### src/rtl/operand_stream_pkg.sv
// Shared types for the operand stream generator: operand modes, FSM states, default LFSR feedback.
package operand_stream_pkg;

    typedef enum logic [1:0] {
        MODE_LFSR  = 2'b00,
        MODE_CONST = 2'b01,
        MODE_RAMP  = 2'b10,
        MODE_ZERO  = 2'b11
    } mode_e;

    typedef enum logic [1:0] {
        IDLE = 2'd0,
        RUN  = 2'd1,
        DONE = 2'd2
    } state_e;

    // x^32 + x^22 + x^2 + x + 1, Galois form
    localparam logic [31:0] DEFAULT_POLY = 32'h80200003;

endpackage

### src/rtl/galois_lfsr_step.sv
// One combinational Galois LFSR advance: y = (x >> 1) ^ (x[0] ? POLY : 0).
module galois_lfsr_step #(
    parameter int               WIDTH = 32,
    parameter logic [WIDTH-1:0] POLY  = WIDTH'(32'h80200003)
) (
    input  logic [WIDTH-1:0] x,
    output logic [WIDTH-1:0] y
);

    assign y = (x >> 1) ^ (x[0] ? POLY : '0);

endmodule

### src/rtl/operand_stream_gen.sv
// Operand triple source (LFSR / CONST / RAMP / ZERO) over valid/ready with run status.
// Optional inter-triple gap enabled by defining OPERAND_STREAM_GEN_GAP_EN.
module operand_stream_gen
    import operand_stream_pkg::*;
#(
    parameter int               WIDTH     = 32,
    parameter logic [WIDTH-1:0] LFSR_POLY = WIDTH'(DEFAULT_POLY),
    parameter logic [WIDTH-1:0] SEED      = WIDTH'(200),
    parameter int               COUNT_W   = 16
) (
    input  logic               clk,
    input  logic               rst,
    input  logic               start,
    input  logic [COUNT_W-1:0] count,
    input  logic [1:0]         mode,
`ifdef OPERAND_STREAM_GEN_GAP_EN
    input  logic [3:0]         gap,
`endif
    input  logic               ready,
    output logic [WIDTH-1:0]   a,
    output logic [WIDTH-1:0]   b,
    output logic [WIDTH-1:0]   c,
    output logic               valid,
    output logic               busy,
    output logic               done,
    output logic [COUNT_W-1:0] issued
);

    localparam logic [WIDTH-1:0] SEED_EFF = (SEED == '0) ? WIDTH'(1) : SEED;

    state_e             state;
    mode_e              mode_r;
    logic [COUNT_W-1:0] count_r;
    // lfsr and k hold the values the *next* presented triple is built from
    logic [WIDTH-1:0]   lfsr;
    logic [WIDTH-1:0]   k;

    logic               xfer;
    logic               last;
    logic               start_go;
    logic               load;
    logic [WIDTH-1:0]   x;
    logic [WIDTH-1:0]   s1;
    logic [WIDTH-1:0]   s2;
    logic [WIDTH-1:0]   s3;
    logic [WIDTH-1:0]   kx;
    logic [WIDTH-1:0]   na;
    logic [WIDTH-1:0]   nb;
    logic [WIDTH-1:0]   nc;
    mode_e              ld_mode;

    assign xfer     = valid && ready;
    assign last     = (issued + 1'b1) == count_r;
    assign start_go = (state == IDLE) && start;
    assign busy     = (state != IDLE);
    assign done     = (state == DONE);

`ifdef OPERAND_STREAM_GEN_GAP_EN
    logic [3:0] gap_r;
    logic [3:0] gcnt;
    logic       gap_end;

    assign gap_end = (state == RUN) && (gcnt == 4'd1);
    assign load    = (start_go && count != '0)
                   || ((state == RUN) && xfer && !last && gap_r == 4'd0)
                   || gap_end;
`else
    assign load    = (start_go && count != '0)
                   || ((state == RUN) && xfer && !last);
`endif

    galois_lfsr_step #(.WIDTH(WIDTH), .POLY(LFSR_POLY)) u_step_b (.x(x),  .y(s1));
    galois_lfsr_step #(.WIDTH(WIDTH), .POLY(LFSR_POLY)) u_step_c (.x(s1), .y(s2));
    galois_lfsr_step #(.WIDTH(WIDTH), .POLY(LFSR_POLY)) u_step_n (.x(s2), .y(s3));

    // A new run rebuilds its first triple from the seed and the freshly sampled mode
    always_comb begin
        x       = start_go ? SEED_EFF : lfsr;
        kx      = start_go ? '0 : k;
        ld_mode = start_go ? mode_e'(mode) : mode_r;
        na      = '0;
        nb      = '0;
        nc      = '0;
        case (ld_mode)
            MODE_LFSR: begin
                na = x;
                nb = s1;
                nc = s2;
            end
            MODE_CONST: begin
                na = SEED_EFF;
                nb = SEED_EFF;
                nc = SEED_EFF;
            end
            MODE_RAMP: begin
                na = kx;
                nb = kx + WIDTH'(1);
                nc = kx + WIDTH'(2);
            end
            default: ;
        endcase
    end

    always_ff @(posedge clk or posedge rst) begin
        if (rst) begin
            state   <= IDLE;
            mode_r  <= MODE_LFSR;
            count_r <= '0;
            issued  <= '0;
            lfsr    <= SEED_EFF;
            k       <= '0;
            a       <= '0;
            b       <= '0;
            c       <= '0;
            valid   <= 1'b0;
`ifdef OPERAND_STREAM_GEN_GAP_EN
            gap_r   <= '0;
            gcnt    <= '0;
`endif
        end else begin
            case (state)
                IDLE: begin
                    if (start) begin
                        count_r <= count;
                        mode_r  <= mode_e'(mode);
                        issued  <= '0;
`ifdef OPERAND_STREAM_GEN_GAP_EN
                        gap_r   <= gap;
                        gcnt    <= '0;
`endif
                        state   <= (count == '0) ? DONE : RUN;
                    end
                end
                RUN: begin
                    if (xfer) begin
                        issued <= issued + 1'b1;
                        if (last) begin
                            state <= DONE;
                            valid <= 1'b0;
                        end
`ifdef OPERAND_STREAM_GEN_GAP_EN
                        else if (gap_r != 4'd0) begin
                            valid <= 1'b0;
                            gcnt  <= gap_r;
                        end
`endif
                    end
`ifdef OPERAND_STREAM_GEN_GAP_EN
                    if (gcnt != 4'd0) begin
                        gcnt <= gcnt - 4'd1;
                    end
`endif
                end
                default: state <= IDLE;
            endcase

            if (load) begin
                a     <= na;
                b     <= nb;
                c     <= nc;
                valid <= 1'b1;
                lfsr  <= s3;
                k     <= kx + WIDTH'(1);
            end
        end
    end

endmodule

### config.mk
export PLATFORM = sky130hd
export DESIGN_NAME = operand_stream_gen
export DESIGN_NICKNAME = d
export VERILOG_FILES = /design/src/rtl/operand_stream_pkg.sv /design/src/rtl/galois_lfsr_step.sv /design/src/rtl/operand_stream_gen.sv
export SDC_FILE = /design/constraint.sdc
export NUM_CORES = 1
export LEC_CHECK = 0
export ABC_AREA = 1
export BUFFER_PORTS_ARGS = -buffer_cell sky130_fd_sc_hd__buf_2
export CORE_ASPECT_RATIO = 0.5
export CORE_MARGIN = 2
export CORE_UTILIZATION = 55
export CTS_CLUSTER_DIAMETER = 50
export CTS_CLUSTER_SIZE = 14
export DETAILED_ROUTE_END_ITERATION = 10
export PLACE_DENSITY = 0.76
export SYNTH_ARGS = -nofsm -noshare
export SYNTH_HDL_FRONTEND = slang
export SYNTH_HIERARCHICAL = 1
export SYNTH_SLANG_ARGS = --single-unit
export TNS_END_PERCENT = 5
### constraint.sdc
create_clock -name clk -period 7.7 [get_ports clk]
set_input_delay 1.155 -clock clk [delete_from_list [all_inputs] [get_ports clk]]
set_output_delay 1.155 -clock clk [all_outputs]
set_load 0.02 [all_outputs]
==> results list, run 1 <==
* Post-route DRC violation count: 0
* Reg area: 0.00493 mm^2
* Kind of cell with the highest combined delay on the critical path: simple AND/OR/NAND/NOR gates
- Number of hold violations in the final report: 0
- Kind of launch point of the worst setup path: input port
- Cell with the most instances after synthesis: nand2_1
- In this run the tightest slew margin relative to its limit is 31.1%.
* Maximum fanout count along the critical path: 85
- Number of cell instances on the worst register-to-register path: 9
- Global routing finished with a remaining overflow of 0.
- For this run, the slowest stage of the critical path takes 740 ps.
* Chip height: 110 um
- For this design the static power due to leakage is 7.21 nW.
* Overall die width: 215 um
* Number of buffers inserted by post-CTS setup repair: 0
- WL per Instance: 16.7 um
- Power comes to 4.42 mW.
- The H-tree was split into 4 levels.
- Number of nets in the layout: 1,829
- Across the VDD grid, the largest voltage drop is 0.155 mV.
* Post-detail-place hpwl: 24,500 um
- Clock Sinks: 197
- Number of buffers added by the clock tree synthesis step: 17
- The synthesized netlist occupies a cell area of 0.0123 mm^2.
* Clock transition at the register clock pins on the worst setup and hold paths after CTS: 70 ps
* Critical path buffers and inverters: 4
- Number of synthesized register bits: 197
- Library cell with the largest summed area after synthesis: dfrtp_1
* Avg Synthesized Cell Area: 6.81 um^2
- Counting every net in the synthesized netlist gives 1,829.
- Tightest Pin Transition: 1030 ps
- Setup repair after global routing left no endpoint under its margin.
- Pin count of the biggest net entering global routing: 86
* Cell count after synthesis: 1,804
- Number of buffers added to fix hold violations after cts: 0
- By count the netlist is led by nand2_1 (697), nand3_1 (252), dfrtp_1 (194).
- The worst setup path is captured at a register.
- Type of the worst setup path: input port to register
- After floorplanning, the core was divided into 38 placement rows.
- Dominant synthesized flop cell: dfrtp_1
- R2R setup slack: 4140 ps
- The detailed router finished its first iteration with 1,367 violations.
- The floorplan step defined a core boundary enclosing 0.0218 mm^2.
* First-pass iteration count of the detailed router: 6
* Asr flop ratio synth: 100%
- After filler insertion, the fill cell instance count of the layout stands at 2,157.
* Slew Limit Fails: 0
* Effective utilization at floorplan: 56.4%
- Crit path max-delay cell type: nand2_4
- Layout Area Growth over Synthesis: 6.13%
- Clock latency reported for the late side of the worst-skew pair: 460 ps
- Run status: finished, final reports clean
- Antenna diode instance count: 0
* Post-CTS Resized: 0
- Total Neg Setup Slack: 0 ps
- Traced cell by cell, the critical path runs through buf_2 -> inv_1 -> nor2_4 -> buf_4 -> nand2_4 -> nand2_4 -> buf_12 -> nand2_1 -> nand2_1.
* Class of the worst hold path: register to register
- The startpoint identified for the worst hold timing path is lfsr[3].
- Final estimated routing congestion in global placement: 1.06
- Tcrit/Tclk final: 49.5%
- Final worst path period need: 3810 ps
- Across the run, the number of max-cap violations was 0.
- Number of cells on the worst hold path: 2
- On the final layout, the worst clock skew is 9.36 ps.
- At the worst endpoint, the arrival time is 4210 ps.
* Power density over cell area: 339 mW/mm^2
- Reg2Reg Launch Point: state[0]
- Summing all multi-input logic gate instances after layout gives 0.00573 mm^2.
* Root buf cell: clkbuf_16
- Antenna Nets Post-Route: 0
- Via count: 11,600
* Ports placed on the boundary: 137
* Die outline area: 0.0236 mm^2
- Reg-to-Reg End: b[8]
- TritonCTS built the clock tree.
- Yosys attributes the largest share of cell area to dfrtp_1 (40%), nand2_1 (21%), nand3_1 (10%).
* Worst-case clock buffer depth: 2
- Portion of synthesized cell area occupied by the leading cell type: 39.5%
- Antenna violations before repair: 0
- The first global-routing pass estimated 56,800 um of wire.
- Timing-limited maximum frequency: 0.262 GHz
- Buffers added on ports: 136
* Count of flip-flops with a built-in enable after synthesis: 0
- Number of global-route vias before repair: 10,700
- Total wire length after detailed routing: 35,300 um
- Summing the sequential cell areas from Yosys gives 40.2% of the chip area.
* Final setup viols: 0
- Yosys warning count: 6
- STA puts the critical path data required time at 8100 ps.
- Global routing usage summed across all routing layers: 30.9%
- For hold timing, the worst endpoint is lfsr[3].
* Number of distinct library cell variants in the gate-level netlist after synthesis: 40
- Layout cell share with drive strength beyond 1: 12.4%
- Using the TritonRoute via totals, the vias-per-cell ratio works out to 5.47.
layout make-up:
| class | count | area share (%) |
|---|---|---|
| tap | 300 | 2.88 |
| multi-input combinational | 1275 | 43.9 |
| clock buffer | 21 | 3.46 |
| sequential | 197 | 37.8 |
| timing repair buffer | 151 | 6.18 |
| inverter | 162 | 4.72 |
| clock inverter | 11 | 0.969 |
sequential cells by signal, indices dropped and copies added, names as in the netlist:
name	cells
issued	16
count_r	16
lfsr	32
c	32
mode_r	2
k	32
state	2
a	32
valid	1
b	32
where the power goes:
part	internal (mW)	total, mW	switching, mW
registers	1.38	1.62	0.236
clock network	0.488	0.907	0.419
logic	0.597	1.89	1.30
total	2.47	4.42	1.95
logic make-up after synthesis:
logic type | share of synthesized area (%)
AND/OR/NAND/NOR | 39.7
buffers and inverters | 13.5
AO/OA/AOI/OAI | 4.77
flip-flops | 40.2
adder cells (fa/ha/maj) | 0.306
XOR/XNOR | 1.57
cell usage in the layout, fill, tap and decap left out, types with 9 or more instances in the layout:
cell type and n:
inv_1 151, nand4_1 16, nand3_1 252, nor2_1 118, nor2_2 10, nand2_1 696
buf_4 14, buf_2 136, inv_2 9, xor2_1 18, o211ai_1 11, and2_1 14
dfrtp_1 194, o22ai_1 10, clkbuf_16 17, o21ai_0 60
routing by layer:
metal	wire length, um	track usage [%]	part of all wire (%)
met1	15800	42.9	45
met5	0	0	0
met2	15900	49.2	45
met3	2670	5.09	7.6
met4	896	11.3	2.5
worst reg2reg max path, cell delays in order, from the launching register on:
cell and delay [ps]:
dfrtp_1 380, inv_1 130, nand2_1 120, nor2_4 430, buf_4 600, nand2_4 390, nand2_4 750, buf_12 440
nand2_1 160, nand2_1 80
metrics by stage:
stage / std cells / cell area, um^2 / util, % / hold WS [ps] / setup WS, ps
after global placement: 2085 / 12500 / 57.2 / 463 / 3460
after floorplan: 1804 / 12300 / - / 445 / 1180
after global routing: 2117 / 13000 / 59.9 / 518 / 3670
after detailed placement: 2085 / 12500 / 57.2 / 473 / 3450
final: 2117 / 13000 / 59.9 / 494 / 3890
after CTS: 2117 / 13000 / 59.9 / 491 / 3910
worst max path at each step:
stage | start | endpoint | slack [ps] | cells after the start
2_1_floorplan | rst | a[0] | 1180 | 1
3_3_place_gp | start | b[8] | 3460 | 9
3_5_place_dp | start | a[13] | 3450 | 9
4_1_cts | start | b[8] | 3910 | 9
5_1_grt | start | b[8] | 3670 | 9
6_report | start | b[8] | 3890 | 9
Note: power is estimated with default switching activity, not from simulation.
==> run 2: changes to the inputs <==
clock period = 3.9 ns   (was 7.7 ns; I/O delays follow)
==> results list, run 2 (synthesis gave the netlist of run 1 again) <==
* Tightest Pin Transition: 967 ps
* Relative contribution of combinational cells to total power: 43.2%
- Die outline area: 0.0236 mm^2
- Fraction of the core area covered by cells at the end of the flow: 60.1%
* Number of H-tree branching levels: 4
* Ordered cell list for the critical path: ha_1 -> nand3_1 -> nor2_1 -> nand2_1 -> nand3b_1 -> nand2_1 -> nor2_1 -> nand2_1 -> nor2_1 -> nand3_1 -> nand2_4 -> buf_12 -> nand3_1 -> nand2_1
- Number of buffers inserted by post-CTS setup repair: 0
- Internal: 4.88 mW
- Chip height: 110 um
* Ports placed on the boundary: 137
- In this design, the stage delay of the slowest critical-path cell is 460 ps.
* Fin area: 0.0131 mm^2
- Number of hold violations in the final report: 0
- Counting along the longest clock path gives a buffer depth of 2.
- The number of cells on the worst reg-to-reg path is 14.
- In the global route stage, overall resource usage came out at 30.6%.
- Root buf cell: clkbuf_16
- Headroom to the max-slew limit came out at 35.5%.
* Area of the core region: 0.0218 mm^2
* Timing-limited maximum frequency: 0.319 GHz
- Number of buffers added to fix hold violations after cts: 0
- The number of global-route vias before repair is 10,500.
* DRC violation total after the first TritonRoute iteration: 1,154
- WP data arrival: 3530 ps
* Number of buffers added by the clock tree synthesis step: 17
- Hold timing on the final database bottoms out at a slack of 24.8 ps.
- After clock tree synthesis, the clock-pin slew on the worst setup and hold paths is 70 ps.
- The initial antenna violation count came to 0.
- Type of the worst setup path: register to register
- Via density per instance: 5.45
- Placed insts: 2,088
* Worst clock skew on the final layout: 9.25 ps
* Power Total: 8.69 mW
- Effective utilization at floorplan: 56.4%
* Slew Limit Fails: 0
* Clock tree from TritonCTS: built
* Final worst path period need: 3130 ps
- Post-layout instance count excluding filler cells: 2,119
- Class of the worst hold path: input port to asynchronous set/reset pin
* Post-CTS Resized: 0
* Switching power as a share of total power: 43.9%
- After floorplanning, the core was divided into 38 placement rows.
- Across the run, the number of max-cap violations was 0.
* Total wire length after detailed routing: 34,800 um
* Highest-count cells in the layout ignoring fill and taps: nand2_1 (696), nand3_1 (252), dfrtp_1 (194), inv_1 (151), buf_2 (136)
* Run status: finished, final reports clean
- Total Neg Setup Slack: 0 ps
- Of the total power, the clock network draws 20.3%.
- Dividing total power by cell area gives a power density of 664 mW/mm^2.
- Reg2Reg Launch Point: issued[0]
* Clock Sinks: 197
* Layout Area Growth over Synthesis: 6.58%
- Cells with a size suffix above 1 make up 12.6% of the layout.
- Antenna Nets Post-Route: 0
- Global routing finished with a remaining overflow of 0.
* Most common cell after layout, fill and taps aside: nand2_1
* Number of nets in the layout: 1,832
- Sequential cells account for 36.5% of the total power.
* Maximum fanout count along the critical path: 138
- Buffers added on ports: 136
- Static power due to leakage: 7.23 nW
* Dpl cell area: 0.0125 mm^2
- Required time at the endpoint of the critical path: 4300 ps
* Crit path max-delay cell type: dfrtp_1
- Clock latency reported for the late side of the worst-skew pair: 460 ps
- R2R setup slack: 770 ps
* Post-route DRC violation count: 0
- Across the VDD grid, the largest voltage drop is 0.322 mV.
- In the finished design, the share of the clock period the worst path needs comes to 80.3%.
- Reg-to-Reg End: b[11]
- Pin count of the biggest net entering global routing: 139
- The cell that appears most often on the critical path is nand2_1.
- STA classifies the critical path startpoint as a register.
* Fin worst setup slack: 769 ps
* Via count: 11,500
- Endpoint class of the critical path: register
- Unrepaired setup endpoints after global routing: no
- Post-detail-place hpwl: 24,500 um
- The repair_antennas step left the layout with diodes totalling 0.
- Before antenna repair, the detailed router went through 8 iterations.
* Final setup viols: 0
- Worst setup slack before clock tree synthesis: 768 ps
- Wire length of the first global-routing pass: 55,900 um
* Final estimated routing congestion in global placement: 1.01
* Overall die width: 215 um
- Net switching power of the design: 3.81 mW
- In the final routed layout, each cell accounts on average for 16.4 um.
run 2: cell types whose count changed in the layout (fill, tap and decap cells not counted), sizes merged:
cell and change:
inv -2, clkbuf -1, buf +3, clkinvlp +2
run 2: worst max path at each step:
stage | to | slack [ps] | cells past startpoint | startpoint
global route | a[19] | 490 | 15 | issued[0]
detailed placement | b[27] | 770 | 16 | start
global placement | c[15] | 770 | 12 | start
finish | b[11] | 770 | 14 | issued[0]
floorplan | a[0] | 770 | 1 | rst
CTS | b[9] | 880 | 15 | issued[0]
run 2: area by class of cell:
type	instances	area, um^2
fill	2122	8690
multi-input combinational	1275	5730
sequential	197	4930
timing repair buffer	154	866
inverter	162	612
clock buffer	20	447
tap	300	375
clock inverter	11	129
run 2: critical path, delay by kind of cell, from the launching register on:
family                     cells  cell delay (ps)
DFF                            1              460
adders and majority gates      1              220
and+or+nand+nor               12             1730
buffers and inverters          1              410
run 2: power by group through the flow:
stage | clock [mW] | sequential [mW] | combinational, mW
2_1_floorplan | 0 | 3.73 | 2.51
3_3_place_gp | 0 | 3.19 | 3.68
3_5_place_dp | 0 | 3.19 | 3.73
4_1_cts | 1.79 | 3.17 | 3.74
5_1_grt | 1.88 | 3.26 | 4.14
6_report | 1.77 | 3.17 | 3.75
run 2: layer usage:
layer / part of all wire (%) / GRT usage, % / up-vias
met3: 7.3 / 6.06 / 57
met5: 0 / 0 / -
li1: - / - / 5614
met1: 46 / 42.9 / 5451
met2: 45 / 47.2 / 426
met4: 2.4 / 11.6 / 0
==> run 3: changes to the inputs <==
CORE_UTILIZATION = 54   (was 55)
PLACE_DENSITY = 0.77   (was 0.76)
clock period = 2.8 ns   (was 3.9 ns; I/O delays follow)
==> results list, run 3 (synthesis gave the netlist of run 1 again) <==
- Run status: finished, final reports clean
- Die outline area: 0.0240 mm^2
- In this run the worst path has a maximum fanout of 65.
* Fin area: 0.0136 mm^2
* Area of the core region: 0.0220 mm^2
- WL per Instance: 16.9 um
- Clock latency on the worst-skew pair, taken at its later pin, is 470 ps.
- Layout Area Growth over Synthesis: 10.4%
- VDD sags by at most 0.458 mV.
- Wire length of the first global-routing pass: 59,000 um
- Number of global-route vias before repair: 11,100
- Leaving out fill and tap cells, the most frequent cell in the layout is nand2_1.
* Chip height: 111 um
* Minimum hold slack: 130 ps
* First-pass iteration count of the detailed router: 5
- Net switching power of the design: 5.43 mW
* Unrepaired setup endpoints after global routing: no
* Timing-limited maximum frequency: 0.386 GHz
- Clock-pin slew was measured on the worst setup and hold paths at 70 ps.
* Count of standard-cell rows: 38
- Type of the worst setup path: register to register
- Switching power as a share of total power: 44.2%
* Part of the total power dissipated in the clock network: 19.8%
- Ports placed on the boundary: 137
* Clock Sinks: 197
- The worst setup path is launched from a register.
* Residual overflow from global routing: 0
- Global routing usage summed across all routing layers: 31.2%
- Highest-count cells in the layout ignoring fill and taps: nand2_1 (696), nand3_1 (252), dfrtp_1 (194), inv_1 (151), buf_2 (136)
- The worst setup path is captured at a register.
* Antenna diode instance count: 0
- The tree is rooted in a clkbuf_16.
- Slew Limit Fails: 0
- Data on the critical path is required at its endpoint by 3200 ps.
- Via count: 11,800
* Post-detail-place hpwl: 25,900 um
* Number of cell instances on the worst register-to-register path: 14
- The multi-input combinational cells in the finished layout cover a total of 0.00573 mm^2.
- Final worst path period need: 2590 ps
* Internal: 6.84 mW
- At the pin with the least slew margin, the transition time is 615 ps.
- Tcrit/Tclk final: 92.4%
- Number of buffers inserted by post-CTS setup repair: 0
- In this run the cell area measured after placement is 0.0130 mm^2.
- Power density over cell area: 905 mW/mm^2
- Number of hold violations in the final report: 0
- WP data arrival: 2980 ps
- Reg area: 0.00493 mm^2
- Worst-case clock buffer depth: 2
- DRC violation total after the first TritonRoute iteration: 1,469
- Pin count of the biggest net entering global routing: 100
- Counting tap cells, the placed design contains a total of 2,134 instances.
- Setup violations remaining at the end of the flow were counted as 0.
- Cells with a size suffix above 1 make up 14.9% of the layout.
- Input and output buffers added on the ports amount to 136.
- Number of H-tree branching levels: 4
* MaxCap Viol Count: 0
* Overall die width: 217 um
* Worst clock skew on the final layout: 14.1 ps
- Using the TritonRoute via totals, the vias-per-cell ratio works out to 5.46.
- Class of the worst hold path: input port to asynchronous set/reset pin
- Final estimated routing congestion in global placement: 1.03
* Effective utilization at floorplan: 55.8%
- Number of fillers in the final layout: 2,092
- Antenna violations before repair: 1
- Post-layout instance count excluding filler cells: 2,166
- The count of nets left with antenna violations once routing finished came out at 0.
* Sequential share of power: 36.1%
* Number of nets in the layout: 1,878
* Static power due to leakage: 7.52 nW
- Overall power consumption after layout is estimated at 12.3 mW.
- Relative contribution of combinational cells to total power: 44.1%
* Post-route DRC violation count: 0
* Slew HR: 58.8%
- Clock tree from TritonCTS: built
* Number of buffers added by the clock tree synthesis step: 17
* Total wire length after detailed routing: 36,700 um
==> run 3: cell count changes in the layout (fill, tap and decap cells not counted) <==
cell,change
bufinv_16,-1
clkbuf_8,+1
clkinv_2,+2
clkinvlp_4,-2
buf_4,+36
nor2_2,+2
buf_12,+10
clkinv_4,+1
nor2_1,-2
==> run 3: worst max-delay path, stage by stage, from the launching register on <==
cell and delay, ps:
dfrtp_1 420, ha_1 210, nand3_1 120, nor2_1 290, nand2_1 120, nand3b_1 100, nand2_1 60, nor2_1 100
nand2_1 50, nor2_1 140, nand3_1 170, nand2_4 170, buf_12 270, nand3_1 140, nand2_1 100
==> run 3: worst paths after layout <==
path / start / endpoint / slack [ps]
min in group clk: count[1] / count_r[1] / 180
setup reg to reg: issued[1] / lfsr[23] / 210
max in group asynchronous: rst / k[27] / 2190
hold reg to reg: mode_r[1] / mode_r[1] / 480
setup / recovery: issued[1] / lfsr[23] / 210
hold / removal: rst / valid / 130
==> run 3: power groups by stage <==
| stage | clock, mW | combinational [mW] | sequential, mW |
|---|---|---|---|
| 2_1_floorplan | 0 | 3.50 | 5.19 |
| 3_3_place_gp | 0 | 5.30 | 4.45 |
| 3_5_place_dp | 0 | 5.37 | 4.46 |
| 4_1_cts | 2.45 | 5.39 | 4.43 |
| 5_1_grt | 2.56 | 5.97 | 4.55 |
| 6_report | 2.43 | 5.41 | 4.43 |
==> run 3: what timing repair did <==
action,in CTS,in global routing
hold buffers,0,0
resized for setup,0,2
endpoints found under the setup margin,0,11
==> run 3: through the flow <==
stage | util (%) | setup WS [ps] | TNS [ps]
after floorplan | - | -164 | -31800
after global placement | 59.0 | 34.5 | 0
after detailed placement | 59.0 | 40.6 | 0
after CTS | 61.5 | 72.7 | 0
after global routing | 61.6 | 1.41 | 0
final | 61.6 | 212 | 0
==> run 3: layout make-up <==
type / instances / share of cell area, %
Tap cell: 300 / 2.77
Clock buffer: 21 / 3.40
Inverter: 162 / 4.51
Sequential cell: 197 / 36.4
Clock inverter: 11 / 0.757
Multi-Input combinational cell: 1275 / 42.3
Timing Repair Buffer: 200 / 9.86
==> run 3: per-layer routing <==
metal	share of wire, %	global-route usage, %	vias to the layer above	routed length, um
li1	-	-	5701	-
met1	44	43.9	5533	16100
met2	44	46.6	530	16200
met3	8.9	6.83	71	3260
met4	2.9	12.4	2	1070
met5	0.030	0	-	11
